<file path="src/rtl/draw_menu_char.sv">
// draw_menu_char: text-menu overlay with font addressing, blinking
// cursor highlight and a confirm handshake to game control.
//   pclk, rst         : pixel clock, sync active-high reset
//   vga_in / vga_out  : {hcount,vcount,hsync,vsync,hblnk,vblnk,rgb}, 2-cycle delay
//   char_xy/char_line : font ROM address (combinational)
//   char_pixels       : font ROM row, one cycle after the address
//   btn_up/down/sel   : single-cycle button pulses
//   sel_idx/sel_valid : confirmed entry and its one-cycle strobe
module draw_menu_char #(
  parameter int          XPOS         = 100,
  parameter int          YPOS         = 250,
  parameter int          COLS_W       = 4,
  parameter int          ROWS_W       = 4,
  parameter int          ENTRIES      = 2,
  parameter int          ROW_STRIDE   = 6,
  parameter logic [11:0] FG           = 12'hfff,
  parameter logic [11:0] HL           = 12'hff0,
  parameter int          BLINK_FRAMES = 32,
  parameter int          HOLD_FRAMES  = 60,
  localparam int         VGA_BUS_SIZE = 38,
  localparam int         SW           = $clog2(ENTRIES)
) (
  input  logic                       pclk,
  input  logic                       rst,
  input  logic [VGA_BUS_SIZE-1:0]    vga_in,
  input  logic [7:0]                 char_pixels,
  input  logic                       btn_up,
  input  logic                       btn_down,
  input  logic                       btn_sel,
  output logic [COLS_W+ROWS_W-1:0]   char_xy,
  output logic [3:0]                 char_line,
  output logic [SW-1:0]              sel_idx,
  output logic                       sel_valid,
  output logic [VGA_BUS_SIZE-1:0]    vga_out
);

  localparam int FW  = $clog2(BLINK_FRAMES);
  localparam int HCW = $clog2(HOLD_FRAMES + 1);
  localparam int RW  = ROWS_W + 4;
  localparam logic [SW-1:0] LAST = SW'(ENTRIES - 1);

  typedef enum logic {BROWSE, CONFIRMED} state_t;

  logic [10:0] hrel, vrel;
  logic        in_box;
  logic        vblnk_rise;

  logic [VGA_BUS_SIZE-1:0] bus1_q;
  logic [2:0]              hpix1_q;
  logic                    inbox1_q;
  logic [ROWS_W-1:0]       row1_q;
  logic [VGA_BUS_SIZE-1:0] vga_out_d, vga_out_q;

  state_t          state_q, state_d;
  logic [SW-1:0]   sel_cur_q, sel_cur_d;
  logic [SW-1:0]   sel_disp_q, sel_disp_d;
  logic [SW-1:0]   sel_idx_q, sel_idx_d;
  logic            sel_valid_q, sel_valid_d;
  logic [FW-1:0]   fcnt_q, fcnt_d;
  logic [HCW-1:0]  hold_q, hold_d;
  logic            hl_on;

  logic            pix_on;
  logic            paint;
  logic [RW-1:0]   hl_row;
  logic            row_hit;
  logic [11:0]     rgb2;

  // Wrapping subtraction pushes points left/above the window far out.
  assign hrel   = vga_in[37:27] - 11'(XPOS);
  assign vrel   = vga_in[26:16] - 11'(YPOS);
  assign in_box = ({1'b0, hrel} < 12'(8 * (2 ** COLS_W))) &&
                  ({1'b0, vrel} < 12'(16 * (2 ** ROWS_W)));

  assign char_xy   = {vrel[ROWS_W+3:4], hrel[COLS_W+2:3]};
  assign char_line = vrel[3:0];

  // Stage-1 copy of the bus doubles as the previous vblnk sample.
  assign vblnk_rise = vga_in[12] & ~bus1_q[12];

  always_ff @(posedge pclk) begin
    if (rst) begin
      bus1_q   <= '0;
      hpix1_q  <= '0;
      inbox1_q <= 1'b0;
      row1_q   <= '0;
    end else begin
      bus1_q   <= vga_in;
      hpix1_q  <= hrel[2:0];
      inbox1_q <= in_box;
      row1_q   <= vrel[ROWS_W+3:4];
    end
  end

  assign pix_on  = char_pixels[3'd7 - hpix1_q];
  assign paint   = inbox1_q & ~bus1_q[13] & ~bus1_q[12] & pix_on;
  assign hl_row  = RW'(sel_disp_q) * RW'(ROW_STRIDE);
  assign row_hit = ({4'b0, row1_q} == hl_row);
  assign rgb2    = paint ? ((row_hit && hl_on) ? HL : FG)
                         : bus1_q[11:0];
  assign vga_out_d = {bus1_q[37:12], rgb2};

  always_ff @(posedge pclk) begin
    if (rst) vga_out_q <= '0;
    else     vga_out_q <= vga_out_d;
  end

  always_comb begin
    state_d     = state_q;
    sel_cur_d   = sel_cur_q;
    sel_idx_d   = sel_idx_q;
    sel_valid_d = 1'b0;
    hold_d      = hold_q;
    hl_on       = 1'b1;
    case (state_q)
      BROWSE: begin
        hl_on = (fcnt_q < FW'(BLINK_FRAMES / 2));
        // Select wins over a same-cycle move.
        if (btn_sel) begin
          sel_idx_d   = sel_cur_q;
          sel_valid_d = 1'b1;
          hold_d      = '0;
          state_d     = CONFIRMED;
        end else if (btn_down && !btn_up) begin
          sel_cur_d = (sel_cur_q == LAST) ? '0 : sel_cur_q + 1'b1;
        end else if (btn_up && !btn_down) begin
          sel_cur_d = (sel_cur_q == '0) ? LAST : sel_cur_q - 1'b1;
        end
      end
      CONFIRMED: begin
        if (vblnk_rise) begin
          if (hold_q == HCW'(HOLD_FRAMES - 1)) state_d = BROWSE;
          else hold_d = hold_q + 1'b1;
        end
      end
      default: state_d = BROWSE;
    endcase
  end

  always_comb begin
    sel_disp_d = sel_disp_q;
    fcnt_d     = fcnt_q;
    if (vblnk_rise) begin
      sel_disp_d = sel_cur_q;
      fcnt_d = (fcnt_q == FW'(BLINK_FRAMES - 1)) ? '0 : fcnt_q + 1'b1;
    end
  end

  always_ff @(posedge pclk) begin
    if (rst) begin
      state_q     <= BROWSE;
      sel_cur_q   <= '0;
      sel_disp_q  <= '0;
      sel_idx_q   <= '0;
      sel_valid_q <= 1'b0;
      fcnt_q      <= '0;
      hold_q      <= '0;
    end else begin
      state_q     <= state_d;
      sel_cur_q   <= sel_cur_d;
      sel_disp_q  <= sel_disp_d;
      sel_idx_q   <= sel_idx_d;
      sel_valid_q <= sel_valid_d;
      fcnt_q      <= fcnt_d;
      hold_q      <= hold_d;
    end
  end

  assign sel_idx   = sel_idx_q;
  assign sel_valid = sel_valid_q;
  assign vga_out   = vga_out_q;

endmodule
</file>
<file path="config.mk">
export PLATFORM = sky130hd
export DESIGN_NAME = draw_menu_char
export DESIGN_NICKNAME = d
export VERILOG_FILES = /design/src/rtl/draw_menu_char.sv
export SDC_FILE = /design/constraint.sdc
export NUM_CORES = 1
export LEC_CHECK = 0
export CORE_ASPECT_RATIO = 1.25
export CORE_MARGIN = 2
export CORE_UTILIZATION = 60
export CTS_CLUSTER_DIAMETER = 50
export CTS_CLUSTER_SIZE = 8
export DETAILED_ROUTE_END_ITERATION = 10
export DONT_BUFFER_PORTS = 1
export GPL_TIMING_DRIVEN = 0
export HOLD_SLACK_MARGIN = 0.06
export PLACE_DENSITY = 0.73
export SLEW_MARGIN = 20
export SYNTH_ARGS = -nofsm -noshare
export SYNTH_HDL_FRONTEND = slang
export SYNTH_SLANG_ARGS = --single-unit
</file>
<file path="constraint.sdc">
create_clock -name pclk -period 2.72 [get_ports pclk]
set_clock_uncertainty 0.15 [all_clocks]
set_input_delay 0.544 -clock pclk [delete_from_list [all_inputs] [get_ports pclk]]
set_output_delay 0.544 -clock pclk [all_outputs]
set_load 0.02 [all_outputs]
</file>
# Word-level counts from Yosys, hierarchy flattened

Index checks and enable logic that the tools add are counted.

Latch bits: 0
Output and inout port bits: 52
RAM bits: 0
Input port bits: 51
Logic and storage cells: 67
Register bits: 100
Bits in read-only memories: 0
Memories: 0

Multiply operators: 1
Equal/unequal tests: 6
Add/subtract/negate cells: 7
Shift operators: 0
Bitwise gates (word level): 8
Reduce and logical (&&, ||, !) cells: 11
Div/mod/pow operators: 0
Magnitude comparators: 4
Muxes and demuxes: 18

Operators with widths:

| cell                    | count |
|---|---|
| $mux W6                 | 3 |
| $mux W12                | 1 |
| $pmux W6 S2             | 1 |
| $lt A11 B8 Y1 const B   | 1 |
| $lt A11 B9 Y1 const B   | 1 |
| $sub A11 B7 Y11 const B | 1 |
| $sub A11 B8 Y11 const B | 1 |
| $mux W1                 | 9 |
| $add A6 B1 Y6 const B   | 1 |
| $eq A6 B6 Y1 const B    | 1 |
| $ne A2 B2 Y1 const B    | 3 |
| $reduce_and A3 Y1       | 2 |
| $add A5 B1 Y5 const B   | 1 |
| $eq A5 B5 Y1 const B    | 1 |
| $lt A5 B5 Y1 const B    | 1 |
| $mux W5                 | 1 |
| $and A1 B1 Y1           | 4 |
| $eq A4 B4 Y1            | 1 |
| $logic_and A1 B1 Y1     | 4 |
| $lt A3 B4 Y1 const B    | 1 |
| $mux W4                 | 1 |
| $not A1 Y1              | 4 |
| $bmux W1 S3             | 1 |
| $mul A1 B2 Y3 const B   | 1 |
| 8 further kinds         | 9 |

# Logic depth before layout (Yosys ltp)

Gate-level depths: netlist of the first run.

Depth in word-level cells: 5
Depth in mapped cells: 6
Gate-level depth less buffers: 6

# Worst setup path before layout of the first run

No wires, ideal clock.

Path kind: in2out
From: in vga_in[17]
To: out char_xy[5]
Path buffers: 0
Path slack: 0.579 ns
Data arrival time: 1.447 ns
Cell stages on the path: 4
Cells stage by stage: inv_1 > ha_1 > nor2_1 > xor2_1

Word-level cells in the longest chain between the ends: 1

RTL lines:

| item            | RTL line | source |
|---|---|---|
| start, declared | 25       | `input logic [VGA_BUS_SIZE-1:0] vga_in,` |
| $sub A11 B8 Y11 | 71       | `assign vrel = vga_in[26:16] - 11'(YPOS);` |
| end, declared   | 30       | `output logic [COLS_W+ROWS_W-1:0] char_xy,` |

Every way passes these cells.

# Final worst setup path of the first run

From: in vga_in[17]
To: out char_xy[7]

The elaborated chain is that of the path after synthesis.

==> results of run 1 <==
where the power goes:
part	internal, W	total [W]	leakage [nW]	switching, W
Clock	0.000350	0.000857	0.0936	0.000508
Combinational	0.0000798	0.000181	0.593	0.000101
Sequential	0.00150	0.00156	0.809	0.0000572
layer usage:
layer  wire length (um)  vias up  part of all wire [%]  global-route usage [%]
li1                   -     1073                     -                       -
met5                  0        -                     0                       0
met2               2940       71                    51                    31.5
met4                135        0                   2.3                    11.5
met3                386       10                   6.7                    6.44
met1               2320      936                    40                    21.4
cells in the mapped netlist (6+ instances only):
cell,instances,area [um^2]
ha_1,6,75.1
mux2i_1,9,90.1
nand2_1,8,30.0
clkbuf_1,9,33.8
inv_1,21,78.8
nor3_1,6,30.0
nor2b_1,65,407
dfxtp_1,98,1960
nor2_1,20,75.1
o21ai_0,6,30.0
xor2_1,7,61.3
a21oi_1,16,80.1
xnor2_1,6,52.6
metrics by stage:
stage / utilization (%) / instances / hold WS, ns / setup WS, ns
after floorplan: - / 326 / 0.261 / 0.579
after global placement: 63.6 / 390 / 0.264 / 0.457
after detailed placement: 63.6 / 390 / 0.268 / 0.453
after CTS: 67.0 / 406 / 0.0971 / 0.452
after global routing: 67.0 / 406 / 0.0944 / 0.402
final: 67.0 / 406 / 0.114 / 0.451
worst paths after layout:
check             startpoint         end  depth (start not counted)
setup reg to reg   fcnt_q[0]   fcnt_q[2]                          5
setup / recovery  vga_in[17]  char_xy[7]                          4
hold reg to reg    bus1_q[6]  vga_out[6]                          2
hold / removal    vga_in[29]  hpix1_q[2]                          1
state kept, by name (all words and copies together) (netlist names):
| name | flops |
|---|---|
| sel_idx | 1 |
| fcnt_q | 5 |
| inbox1_q | 1 |
| vga_out | 38 |
| sel_cur_q | 1 |
| hpix1_q | 1 |
| state_q | 1 |
| bus1_q | 38 |
| sel_valid | 1 |
| row1_q | 4 |
| hold_q | 6 |
| sel_disp_q | 1 |
area by class of cell:
class | instances | area share (%)
flip-flops and latches | 98 | 53.8
multi-input cells | 189 | 33.7
clock buffers | 9 | 3.40
plain buffers | 18 | 3.09
well taps | 64 | 2.20
inverters | 21 | 2.16
clock inverters | 7 | 1.68
cell families (layout without fill, tap and decap cells):
family	Yosys count	after routing	synth area share [%]
and+or+nand+nor	122	122	20.6
DFF	98	98	58.0
AOI/OAI and AO/OA	39	39	7.44
buffers and inverters	39	55	5.66
xor gates and xnor gates	13	13	3.37
muxes	9	9	2.66
adders and majority gates	6	6	2.22
==> results_dict.tcl, run 1 <==
set metrics [dict create \
    status "finished clean" \
    required_ns 2.03 \
    ys_types 40 \
    die_width_um 71.2 \
    cts.sinks 98 \
    io_pins 103 \
    worstSetupPathType "input pin to primary output" \
    h-tree-depth 3 \
    layout_commonest_cell "dfxtp_1" \
    final.setup.tns_ns 0 \
    core_area_um2 5440 \
    final_cell_mix "98 x dfxtp_1, 65 x nor2b_1, 21 x inv_1" \
    cts-buffers-inserted 9 \
    drive_gt1_share_pct 8.77 \
    finalMaxSlewViolations 0 \
    crit_buf_inv 1 \
    initial_core_util_pct 62.1 \
    port_buffers 0 \
    grt_use_total_pct 19.1 \
    worst_slew_pin_slew_ns 0.591 \
    worstSetupStartpointType "input pin" \
    diodes 0 \
    synth-edff-count 0 \
    ys_seq_area_share_pct 58.0 \
    cts.hold.buffers_added 0 \
    die_h_um 87.9 \
    vias 2090 \
    synthCells 326 \
    wl_per_cell_um 14.3 \
    fin_crit_sh_pct 83.4 \
    clock_path_buffers 2 \
    clock_latency_ns 0.36 \
    synth_warnings 0 \
    power.density_nw_per_um2 712 \
    r2r_slack_ns 0.73 \
    path_delay_family "XOR/XNOR gates" \
    cp-end-kind "primary output" \
    finalCriticalPeriod_ns 2.27 \
    dieArea_um2 6260 \
    nFillCells 454 \
    setup_viol 0 \
    maxSlewHeadroom_pct 60.3 \
    drtAntennaViolNets 0 \
    crit_slowest_cell "xor2_1" \
    grt_pass1_wl_um 8980 \
    rsz0062_at_grt "false" \
    grt_max_degree 19 \
    cts-root-buf "clkbuf_8" \
    max_freq_ghz 0.441 \
    path_max_fanout 4 \
    min_path_type "input pin to flop" \
    arrival_ns 1.58 \
    total_power_w 0.00260 \
    slowest_delay_ns 0.46 \
    drt_iter0_markers 81 \
    syn_area_um2 3380 \
    p_leak_nw 1.49 \
    path_clk_slew_ns 0.09 \
    async_flop_share_pct 0 \
    hpwl_um 4290 \
    synthToLayoutAreaGrowth_pct 7.84 \
    wl_um 5790 \
    cp_cell_sequence "inv_1, ha_1, nor2_1, xor2_1" \
    finish.instance_area_um2 3650 \
    cts_tree "built" \
    first_pass_iters 4 \
    ctsResizeCount 0 \
    antenna_found_initial 0 \
    ys.flop_type "dfxtp_1" \
    fin_nets 394 \
    rows 30 \
    final_hold_viol_count 0 \
    max-vdd-ir-drop_v 0.000389 \
    viasPerCell 5.15 \
    grt_pass1_vias 1937 \
    syn_avg_cell_area_um2 10.4 \
    synth_nets 383 \
    grt.overflow.total 0 \
    post_dp_cell_area_um2 3460 \
    place.gp.congestion 0.825 \
    ys_ff_latch 98 \
    cap_violations 0 \
    postCtsSetupRepairBufs 0 \
    route.detailed.drc 0 \
    register_area_um2 1960 \
    multi_input_area_um2 1230 \
]
Note: power is estimated with default switching activity, not from simulation.
==> run 2, diff against run 1 <==
Clock period 2.72 ns to 2.3 ns, I/O delays scaled along.
==> results_dict.tcl, run 2 (synthesis results as in run 1) <==
set metrics [dict create \
    viasPerCell 5.12 \
    max_freq_ghz 0.477 \
    min_path_type "input pin to flop" \
    reg2regPathDepth 5 \
    ctsResizeCount 0 \
    h-tree-depth 3 \
    arrival_ns 1.48 \
    final.setup.tns_ns 0 \
    slowest_delay_ns 0.46 \
    p_sw_share_pct 25.7 \
    wl_um 5870 \
    postCtsSetupRepairBufs 0 \
    die_width_um 71.2 \
    cts.sinks 98 \
    path_max_fanout 4 \
    worst_slew_pin_slew_ns 0.591 \
    grt_use_total_pct 19.1 \
    crit_buf_inv 1 \
    layout_commonest_cell "dfxtp_1" \
    die_h_um 87.9 \
    clock_latency_ns 0.35 \
    route.detailed.drc 0 \
    required_ns 1.69 \
    place.gp.congestion 0.825 \
    port_buffers 0 \
    cts.hold.buffers_added 2 \
    power_switching_w 0.000791 \
    power.density_nw_per_um2 833 \
    crit_slowest_cell "xor2_1" \
    p_leak_nw 1.52 \
    intPower_w 0.00229 \
    maxSlewHeadroom_pct 60.3 \
    worstSetupPathType "input pin to primary output" \
    cap_violations 0 \
    cts-root-buf "clkbuf_8" \
    core_area_um2 5440 \
    cp_num_cells 4 \
    max-vdd-ir-drop_v 0.000463 \
    grt.overflow.total 0 \
    final_cell_mix "98 x dfxtp_1, 65 x nor2b_1, 21 x inv_1" \
    dieArea_um2 6260 \
    cp-end-kind "primary output" \
    hpwl_um 4290 \
    nFillCells 450 \
    grt_max_degree 19 \
    r2r_end "fcnt_q[2]" \
    final_hold_viol_count 0 \
    power_frac_comb_pct 7.1 \
    io_pins 103 \
    grt_pass1_wl_um 8960 \
    cp-endpoint "char_xy[7]" \
    r2r_slack_ns 0.31 \
    worstSetupStartpointType "input pin" \
    cp_cell_sequence "inv_1, ha_1, nor2_1, xor2_1" \
    finalMaxSlewViolations 0 \
    wl_per_cell_um 14.3 \
    path_delay_family "XOR/XNOR gates" \
    diodes 0 \
    status "finished clean" \
    finalCriticalPeriod_ns 2.09 \
    synthToLayoutAreaGrowth_pct 9.32 \
    drt_iter0_markers 85 \
    vias 2106 \
    grt_pass1_vias 1946 \
    rsz0062_at_grt "false" \
    initial_core_util_pct 62.1 \
    clock_path_buffers 2 \
    drtAntennaViolNets 0 \
    path_clk_slew_ns 0.10 \
    p_seq_share_pct 59.8 \
    setup_viol 0 \
    crit_start "vga_in[17]" \
    cts_tree "built" \
    utilization_pct 67.9 \
    fin_crit_sh_pct 91.1 \
    antenna_found_initial 0 \
    finalHoldWorstSlack_ns 0.0702 \
    cts-buffers-inserted 9 \
    drive_gt1_share_pct 8.65 \
    rows 30 \
    clkPwrFrac_pct 33.0 \
    reg2reg_from "fcnt_q[0]" \
    first_pass_iters 4 \
    fin_nets 399 \
]
[run 2: layout make-up]
class	count	area, um^2	area share [%]
clock buffers	9	124	3.35
flip-flops and latches	98	1960	53.1
well taps	64	80.1	2.17
multi-input cells	189	1230	33.2
plain buffers	18	113	3.05
inverters	21	78.8	2.13
clock inverters	7	61.3	1.66
repair buffers	5	50.0	1.35
[run 2: how the worst min path moves through the flow]
stage | from | to | slack [ns] | depth (start not counted)
floorplan | bus1_q[10] | vga_out[10] | 0.26 | 2
global placement | bus1_q[10] | vga_out[10] | 0.26 | 2
detailed placement | bus1_q[6] | vga_out[6] | 0.27 | 2
CTS | vga_in[20] | bus1_q[20] | 0.06 | 1
global route | vga_in[7] | bus1_q[7] | 0.06 | 1
finish | vga_in[20] | bus1_q[20] | 0.07 | 1
[run 2: power by group through the flow]
stage | Combinational, W | Clock (W) | Sequential (W)
finish | 0.000220 | 0.00102 | 0.00184
global route | 0.000247 | 0.00111 | 0.00185
CTS | 0.000220 | 0.00104 | 0.00184
detailed placement | 0.000216 | 0 | 0.00188
global placement | 0.000211 | 0 | 0.00188
floorplan | 0.000183 | 0 | 0.00187
[run 2: routing by layer]
| layer | up-vias | track usage, % | wire length (um) |
|---|---|---|---|
| met4 | 0 | 11.5 | 135 |
| met2 | 66 | 31.5 | 3000 |
| met1 | 947 | 21.2 | 2360 |
| met3 | 10 | 6.56 | 370 |
| met5 | - | 0 | 0 |
| li1 | 1083 | - | - |
[run 2: metrics by stage]
step | worst slack, ns | std cells | cell area, um^2 | total power, W
2_1_floorplan | 0.327 | 326 | 3380 | 0.00205
3_3_place_gp | 0.205 | 390 | 3460 | 0.00209
3_5_place_dp | 0.201 | 390 | 3460 | 0.00210
4_1_cts | 0.200 | 408 | 3670 | 0.00310
5_1_grt | 0.150 | 411 | 3700 | 0.00320
6_report | 0.205 | 411 | 3700 | 0.00308
==> run 3, diff against run 2 <==
Settings changed: CAP_MARGIN from default to 20, RECOVER_POWER from default to 25.
==> results_dict.tcl, run 3 (synthesis results as in run 1) <==
set metrics [dict create \
    cp-endpoint "char_xy[7]" \
    wl_um 5870 \
    nFillCells 451 \
    first_pass_iters 4 \
    grt_max_degree 19 \
    cts_tree "built" \
    min_path_type "input pin to flop" \
    arrival_ns 1.48 \
    io_pins 103 \
    utilization_pct 67.7 \
    cap_violations 0 \
    worst_slew_pin_slew_ns 0.591 \
    vias 2112 \
    wl_per_cell_um 14.3 \
    path_max_fanout 4 \
    whs_path_depth 1 \
    rsz0062_at_grt "false" \
    max_freq_ghz 0.477 \
    cp-end-kind "primary output" \
    grt_pass1_wl_um 8960 \
    final.setup.tns_ns 0 \
    layout_commonest_cell "dfxtp_1" \
    power.density_nw_per_um2 835 \
    final_cell_mix "98 x dfxtp_1, 65 x nor2b_1, 21 x inv_1" \
    cts.sinks 98 \
    drt_iter0_markers 91 \
    fin_nets 399 \
    finalCriticalPeriod_ns 2.09 \
    clock_path_buffers 2 \
    clock_latency_ns 0.35 \
    port_buffers 0 \
    die_h_um 87.9 \
    diodes 0 \
    maxSlewHeadroom_pct 60.3 \
    crit_start "vga_in[17]" \
    rows 30 \
    cp_cell_sequence "inv_1, ha_1, nor2_1, xor2_1" \
    r2r_slack_ns 0.31 \
    required_ns 1.69 \
    finish.instance_area_um2 3690 \
    reg2reg_from "fcnt_q[0]" \
    path_clk_slew_ns 0.10 \
    post-place-ws_ns 0.201 \
    core_area_um2 5440 \
    reg2regPathDepth 5 \
    die_width_um 71.2 \
    drive_gt1_share_pct 8.36 \
    antenna_found_initial 0 \
    route.detailed.drc 0 \
    worstSetupStartpointType "input pin" \
    place.gp.congestion 0.825 \
    cts-buffers-inserted 9 \
    drtAntennaViolNets 0 \
    post_dp_cell_area_um2 3460 \
    grt_use_total_pct 19.1 \
    synthToLayoutAreaGrowth_pct 9.03 \
    h-tree-depth 3 \
    worstSetupPathType "input pin to primary output" \
    fin_ws_ns 0.205 \
    register_area_um2 1960 \
    viasPerCell 5.14 \
    initial_core_util_pct 62.1 \
    postCtsSetupRepairBufs 0 \
    hpwl_um 4290 \
    max-vdd-ir-drop_v 0.000463 \
    status "finished clean" \
    final_hold_viol_count 0 \
    setup_viol 0 \
    cts-root-buf "clkbuf_8" \
    r2r_end "fcnt_q[2]" \
    dieArea_um2 6260 \
    fin_crit_sh_pct 91.1 \
    p_leak_nw 1.51 \
    finalMaxSlewViolations 0 \
    grt_pass1_vias 1946 \
    slowest_delay_ns 0.46 \
    finalHoldWorstSlack_ns 0.0703 \
    grt.overflow.total 0 \
    crit_slowest_cell "xor2_1" \
    multi_input_area_um2 1230 \
]
[run 3: final cells by class]
| class | count | share of cell area, % |
|---|---|---|
| clock inverter | 7 | 1.66 |
| buffer | 18 | 2.78 |
| sequential | 98 | 53.2 |
| multi-input combinational | 189 | 33.3 |
| inverter | 21 | 2.14 |
| timing repair buffer | 5 | 1.36 |
| clock buffer | 9 | 3.36 |
| tap | 64 | 2.17 |
[run 3: metal layers]
metal	wire (um)	share of wire (%)	vias up	global-route usage (%)
li1	-	-	1084	-
met1	2360	40	948	21.2
met2	2990	51	70	31.5
met3	379	6.5	10	6.56
met4	136	2.3	0	11.5
met5	0	0	-	0
[run 3: critical path: cells and delay by family]
family,cells,cell delay (ns)
XOR/XNOR,1,0.46
adder cells (fa/ha/maj),1,0.30
AND/OR/NAND/NOR,1,0.17
buffers and inverters,1,0.10
[run 3: how the worst min path moves through the flow]
stage                     from           to  slack, ns
detailed placement   bus1_q[6]   vga_out[6]       0.27
CTS                 vga_in[20]   bus1_q[20]       0.06
finish              vga_in[20]   bus1_q[20]       0.07
global route         vga_in[7]    bus1_q[7]       0.06
floorplan           bus1_q[10]  vga_out[10]       0.26
global placement    bus1_q[10]  vga_out[10]       0.26
[run 3: power by group]
part           leakage, nW  internal [W]  switching, W
clock network       0.0936      0.000414      0.000604
registers            0.809       0.00177     0.0000677
logic                0.608     0.0000983      0.000120
[run 3: per-stage QoR]
| stage | total power (W) | instances |
|---|---|---|
| finish | 0.00308 | 411 |
| global route | 0.00320 | 411 |
| CTS | 0.00310 | 408 |
| detailed placement | 0.00210 | 390 |
| global placement | 0.00209 | 390 |
| floorplan | 0.00205 | 326 |
[run 3: what timing repair did]
action | in CTS | in global routing
hold buffers | 2 | 3
hold endpoints to repair | 2 | 3
resized for setup | 0 | 0
